[src/rtl/pwm_cfg_encoder.sv]
// Averages one PWM metacycle of signed samples and encodes the rounded 12-bit
// code as the PWM configuration word {level[7:0], spread-thermometer[15:0]}.
module pwm_cfg_encoder #(
  parameter int DW       = 14,
  parameter int AVG_LOG2 = 12
) (
  input  logic                 clk,
  input  logic                 rstn,
  input  logic signed [DW-1:0] dat_i,
  input  logic                 pwm_s_i,
  input  logic                 hold_i,
  input  logic                 err_clr_i,
  output logic [23:0]          cfg_o,
  output logic [11:0]          code_o,
  output logic                 win_err_o
);

  localparam int AW = DW + AVG_LOG2;
  localparam int CW = AVG_LOG2 + 1;
  localparam int QW = DW - 1;
  localparam logic [CW-1:0] WIN_LEN = {1'b1, {AVG_LOG2{1'b0}}};
  localparam logic [AW:0]   RND     = {{(AW-AVG_LOG2-1){1'b0}}, 1'b1, {(AVG_LOG2+1){1'b0}}};

  logic [DW-1:0] u;
  logic [AW-1:0] acc, acc_next, sum_cap;
  logic [CW-1:0] cnt, cnt_next, cnt_cap;
  logic          primed, v1, v2;
  logic          win_ok;
  logic [AW:0]   rnd;
  logic [QW-1:0] q;
  logic [11:0]   code_rnd, code_s1;
  logic [23:0]   cfg_next;

  // Spread thermometer: fill positions in bit-reversed order so the ones are
  // spread evenly across the 16 sub-periods.
  function automatic logic [15:0] pat(input logic [3:0] n);
    logic [15:0] r;
    logic [3:0]  idx;
    r = '0;
    for (int i = 0; i < 16; i++) begin
      idx  = 4'(i);
      r[i] = ({idx[0], idx[1], idx[2], idx[3]} < n);
    end
    return r;
  endfunction

  assign u        = {~dat_i[DW-1], dat_i[DW-2:0]};
  assign acc_next = cnt[CW-1] ? acc : acc + AW'(u);
  assign cnt_next = (&cnt) ? cnt : cnt + CW'(1);

  always_ff @(posedge clk) begin
    if (!rstn) begin
      acc     <= '0;
      cnt     <= '0;
      sum_cap <= '0;
      cnt_cap <= '0;
      primed  <= 1'b0;
      v1      <= 1'b0;
    end else if (pwm_s_i) begin
      sum_cap <= acc_next;
      cnt_cap <= cnt_next;
      acc     <= '0;
      cnt     <= '0;
      primed  <= 1'b1;
      v1      <= primed;
    end else begin
      acc <= acc_next;
      cnt <= cnt_next;
      v1  <= 1'b0;
    end
  end

  // Round-half-up of the window mean of u, scaled from DW bits down to 12.
  assign win_ok   = (cnt_cap == WIN_LEN);
  assign rnd      = {1'b0, sum_cap} + RND;
  assign q        = rnd[AW:AVG_LOG2+2];
  assign code_rnd = (q > QW'(12'hFFF)) ? 12'hFFF : q[11:0];

  always_ff @(posedge clk) begin
    if (!rstn) begin
      v2        <= 1'b0;
      code_s1   <= '0;
      win_err_o <= 1'b0;
    end else begin
      v2        <= v1 && win_ok;
      if (v1 && win_ok)
        code_s1 <= code_rnd;
      win_err_o <= (v1 && !win_ok) || (win_err_o && !err_clr_i);
    end
  end

  always_ff @(posedge clk) begin
    if (!rstn) begin
      code_o   <= '0;
      cfg_next <= '0;
    end else if (v2) begin
      code_o   <= code_s1;
      cfg_next <= {code_s1[11:4], pat(code_s1[3:0])};
    end
  end

  always_ff @(posedge clk) begin
    if (!rstn)
      cfg_o <= '0;
    else if (pwm_s_i && !hold_i)
      cfg_o <= cfg_next;
  end

endmodule

[config.mk]
export PLATFORM = sky130hd
export DESIGN_NAME = pwm_cfg_encoder
export DESIGN_NICKNAME = d
export VERILOG_FILES = /design/src/rtl/pwm_cfg_encoder.sv
export SDC_FILE = /design/constraint.sdc
export NUM_CORES = 1
export LEC_CHECK = 0
export ABC_AREA = 1
export CAP_MARGIN = 0
export CORE_UTILIZATION = 25
export CTS_BUF_LIST = sky130_fd_sc_hd__clkbuf_4 sky130_fd_sc_hd__clkbuf_8
export DETAILED_ROUTE_END_ITERATION = 12
export DONT_BUFFER_PORTS = 1
export GPL_TIMING_DRIVEN = 0
export PLACE_DENSITY = 0.44
export SYNTH_ARGS = -nofsm -noshare
export SYNTH_HDL_FRONTEND = slang
export SYNTH_SLANG_ARGS = --single-unit
[constraint.sdc]
create_clock -name clk -period 1.9 [get_ports clk]
set_clock_uncertainty 0.1 [all_clocks]
set_input_delay 0.19 -clock clk [delete_from_list [all_inputs] [get_ports clk]]
set_output_delay 0.19 -clock clk [all_outputs]
set_load 0.02 [all_outputs]
## Word-level counts from Yosys, hierarchy flattened

Cells that the tools add are included.

| cells by class | value |
|---|---|
| add/subtract/negate cells | 3 |
| magnitude comparators | 17 |
| equal/unequal tests | 1 |
| mux-type cells | 3 |
| bitwise gates (word level) | 2 |
| reductions and logical operators | 11 |

Operators by type and width:

| kind | number |
|---|---|
| $lt A4 B4 Y1 const A | 8 |
| $add A26 B14 Y27 const B | 1 |
| $add A26 B14 Y26 | 1 |
| $mux W26 | 1 |
| $lt A3 B4 Y1 const A | 4 |
| $add A13 B1 Y13 const B | 1 |
| $eq A13 B13 Y1 const B | 1 |
| $gt A13 B12 Y1 const B | 1 |
| $mux W13 | 1 |
| $reduce_and A13 Y1 | 1 |
| $mux W12 | 1 |
| $lt A1 B4 Y1 const A | 2 |
| $lt A2 B4 Y1 const A | 2 |
| $logic_and A1 B1 Y1 | 4 |
| $logic_not A1 Y1 | 3 |
| $not A1 Y1 | 2 |
| $reduce_and A2 Y1 | 1 |
| $reduce_or A2 Y1 | 1 |
| $logic_or A1 B1 Y1 | 1 |

| word-level totals | value |
|---|---|
| bits in registers | 154 |
| bits of input ports | 19 |
| output and inout bits | 37 |
| word-level logic and storage cells | 49 |

## Longest topological paths before layout

| logic depth | value |
|---|---|
| depth in word-level cells | 4 |
| gate-level depth with buffers | 14 |
| mapped depth without buffers | 14 |

## Worst setup path after synthesis

No wires, ideal clock.

| timing | value |
|---|---|
| path type | register to register |
| start point | register (tool-made name) |
| end point | register (tool-made name) |
| setup time | 0.109 ns |
| arrival | 1.629 ns |
| data required time | 1.691 ns |
| slack | 0.063 ns |
| cell stages (with the launch flop) | 12 |
| path buffers | 0 |
| period minus slack after synthesis | 1.837 ns |
| path through | dfxtp_1 ha_1 fa_1 nand2_1 nand2_1 nand3_1 nand2_1 a21oi_1 xor2_1 nand2_1 nand2_1 inv_1 |

## Worst setup path in the final report

| timing | value |
|---|---|
| start point | register acc[13] |
| end point | register sum_cap[18] |

| between the ends | value |
|---|---|
| cells in the longest elaborated chain, start to end | 2 |

RTL lines:

| element | RTL line | text |
|---|---|---|
| from (decl) | 25 | `logic [AW-1:0] acc, acc_next, sum_cap;` |
| from (signal assigned) | 67 | `acc <= acc_next;` |
| $add A26 B14 Y26 | 48 | `assign acc_next = cnt[CW-1] ? acc : acc + AW'(u);` |
| $mux W26 | 48 |  |
| to (signal assigned) | 60 | `sum_cap <= acc_next;` |
| to (decl) | 25 |  |

No other way between the ends.
A chain may end at the register's enable or synchronous reset.

==> flow_summary.yaml <==
placement:
  port_buffers: 0
  gp_congestion: 0.7956
  placed_cell_area_sq_um: 6605
  dp.final_hpwl_um: 11840
  dp.cells: 1204
critical_path:
  crit_fanout: 6
  worst_setup_path_end_kind: "flip-flop"
  reg2reg_slack_ns: 0.0004
  r2r-start: "acc[13]$_SDFF_PP0_"
  required_ns: 2.13
  worstReg2RegEnd: "sum_cap[18]$_SDFFE_PN0P_"
  worstSetupStartpointType: "flip-flop"
  worstPathArrival_ns: 2.13
  rr_worst_depth: 9
  path_class: "flip-flop to flip-flop"
sta:
  drv_slew: 0
  fmax_ghz: 0.5264
  tightest_slew_ns: 0.5904
  max_slew_margin_pct: 60.64
  rsz0062_at_grt: "yes"
  fin_crit_sh_pct: 99.98
  setup_viol: 0
  finalHoldViolCount: 0
  min_period_ns: 1.900
pwr:
  combPwrFrac_pct: 10.2
  p_sw_share_pct: 28.36
  power_mw: 5.975
  switching_power_mw: 1.694
  pwr_density_cell_nw_per_um2: 788.1
  power.internal_mw: 4.280
  leakage_nw: 3.349
  clkPwrFrac_pct: 41.6
  seqPwrFrac_pct: 48.1
  vdd_ir_drop_max_mv: 0.3694
final_layout:
  syn_to_final_growth_pct: 22.28
  final_nets: 948
  stdcell_count: 1249
  fin_area_sq_um: 7581
  n_antenna_cell: 0
  post_route_cells_drive_above_1_share_pct: 16.86
clock_network:
  root_buffer: "clkbuf_8"
  clockBufferDepth: 2
  cts.reportedPaths.clkPinSlew_ns: 0.08
  cts_made_buffers: 17
  cts_num_sinks: 130
  htreeDepth: 4
  cts_tree: "done"
  insertion_delay_ns: 0.44
die:
  dieArea_sq_um: 25430
  initial_core_util_pct: 25.49
  die_h_um: 159.5
  core_area_sq_um: 24320
  ios: 56
  fp-row-count: 57
  dieWidth_um: 159.5
routing:
  drtIter0Drc: 334
  via_per_inst: 4.326
  drcViolationCount: 0
  dr.pass1.iters: 5
  ant_nets: 0
  wire_per_inst_um: 12.94
  vias: 5403
  wl_um: 16170
worst_hold_path:
  min_path_cells: 5
  hold_path_class: "input pin to flip-flop"
  hp-start: "dat_i[12]"
synthesis:
  syn_avg_cell_area_sq_um: 7.045
  synth_cell_type_count: 43
  yosysSeqAreaShare_pct: 41.98
  synth-edff-count: 0
  ys_async_sr_fraction_pct: 0
  syn_nets: 916
  synth-main-ff-cell: "dfxtp_1"
  syn_area_sq_um: 6200
  ys_seq_elements: 130
  synthCells: 880
  yosysWarnings: 0
status:
  status: "complete, no violations"
global_routing:
  grt_pass1_vias: 5178
  gr-usage-all-layers_pct: 12.91
  grt-ovfl-total: 0
  grt_max_degree: 17
  grt_pass1_wl_um: 26310
  antenna_found_initial: 0
job:
  max_cap_viol_count: 0
## cells in the final DEF, fill, tap and decap left out, types with 12 or more instances in the layout
cell type  count
buf_4         15
nand4_1       13
clkbuf_1      21
xor2_1        18
nand3_1       33
ha_4          12
dfxtp_1      120
a21oi_1       38
nor2_1       126
inv_1         92
o21ai_0       51
nand2_1      188
nand2_2       22
clkbuf_8      18
## area by class of cell
class	count	area (sq um)
inverter	100	375.4
multi-input combinational	613	3471
clock inverter	14	166.4
tap	324	405.4
clock buffer	18	247.7
sequential	130	2615
timing repair buffer	13	117.6
buffer	37	182.7
fill	2695	16740
## worst max-delay path by stage
stage	slack, ns	cells past startpoint	end	from
finish	0.0004	9	sum_cap[18]$_SDFFE_PN0P_	acc[13]$_SDFF_PP0_
global route	-0.12	11	flip-flop	flip-flop
CTS	-0.03	11	flip-flop	flip-flop
detailed placement	-0.27	12	sum_cap[16]$_SDFFE_PN0P_	flip-flop
global placement	-0.26	11	flip-flop	flip-flop
floorplan	0.06	11	flip-flop	flip-flop
## worst max-delay path: stages (launching register included)
cell and delay (ns):
dfxtp_1 0.31, ha_1 0.36, a21oi_1 0.25, o21ai_0 0.12
a21oi_1 0.24, nand2_4 0.13, nand3b_1 0.13, nand2_1 0.06
nand2_1 0.05, nand2_1 0.04
## kinds of logic after synthesis
family	after synthesis	share of synthesized area [%]
other cells	1	0.06049
xor+xnor	28	3.956
simple gates	445	30.80
compound gates	122	10.68
flops	130	41.98
buf+inv	137	8.981
fa+ha+maj	17	3.552
## cell usage after synthesis, types with 2 or more instances
| master | instances | area [sq um] |
|---|---|---|
| nand2_2 | 7 | 43.79 |
| o21ai_0 | 53 | 265.3 |
| dfxtp_1 | 130 | 2603 |
| nand3_1 | 45 | 225.2 |
| and2_1 | 6 | 37.54 |
| clkinv_1 | 3 | 11.26 |
| nor2_2 | 5 | 31.28 |
| nand3b_1 | 5 | 37.54 |
| buf_2 | 4 | 20.02 |
| nor3_1 | 7 | 35.03 |
| or2_2 | 4 | 25.02 |
| nor4_1 | 4 | 25.02 |
| buf_4 | 10 | 75.07 |
| a22oi_1 | 2 | 15.01 |
| xnor2_1 | 10 | 87.58 |
| inv_1 | 94 | 352.8 |
| a221oi_1 | 2 | 17.52 |
| xor2_1 | 18 | 157.7 |
| nand2_1 | 211 | 792.0 |
| inv_2 | 3 | 11.26 |
| o21bai_1 | 2 | 15.01 |
| o211ai_1 | 4 | 30.03 |
| o221ai_1 | 2 | 17.52 |
| ha_1 | 16 | 200.2 |
| o22ai_1 | 6 | 37.54 |
| clkbuf_1 | 22 | 82.58 |
| nor2_1 | 131 | 491.7 |
| a21oi_1 | 47 | 235.2 |
| nand4_1 | 13 | 81.33 |
## timing repair
| action | in CTS | in global routing |
|---|---|---|
| gates cloned | 0 | 0 |
| resized for setup | 26 | 77 |
| buffers inserted | 3 | 2 |
| hold buffers | 8 | 0 |
| hold endpoints to repair | 19 | 0 |
| pin swaps | 11 | 24 |
| endpoints found under the setup margin | 27 | 54 |
## sequential cells by signal, indices dropped and copies added (netlist names), named ones only
| name | cells |
|---|---|
| cfg_o | 23 |
| cfg_next | 14 |
| acc | 13 |
| cnt | 13 |
| cnt_cap | 13 |
| sum_cap | 13 |
| code_o | 12 |
| code_s1 | 12 |
| primed | 1 |
| v1 | 1 |
| v2 | 1 |
| win_err_o | 1 |
## metal layers
metal	wire (um)	vias to the layer above	global-route usage [%]
met2	7534	72	21.22
met4	101	0	3.409
met3	603	4	3.464
li1	-	2874	-
met1	7926	2453	16.58
met5	0	-	0
## metrics by stage
step	setup WS, ns	TNS (ns)	utilization, %	hold WS, ns
global placement	-0.2600	-3.151	27.16	0.2384
finish	0.0004448	0	31.17	0.02782
floorplan	0.06256	0	-	0.2202
global route	-0.1205	-0.6455	31.17	0.04569
detailed placement	-0.2725	-3.111	27.16	0.2420
CTS	-0.02925	-0.09504	29.89	0.006924
## power groups by stage
| stage | Sequential [mW] | Combinational [mW] | Clock (mW) |
|---|---|---|---|
| after global placement | 2.93 | 0.461 | 0 |
| after floorplan | 2.92 | 0.351 | 0 |
| after CTS | 2.87 | 0.530 | 2.59 |
| final | 2.88 | 0.612 | 2.49 |
| after detailed placement | 2.93 | 0.460 | 0 |
| after global routing | 2.89 | 0.692 | 2.69 |
Note: power is estimated with default switching activity, not from simulation.
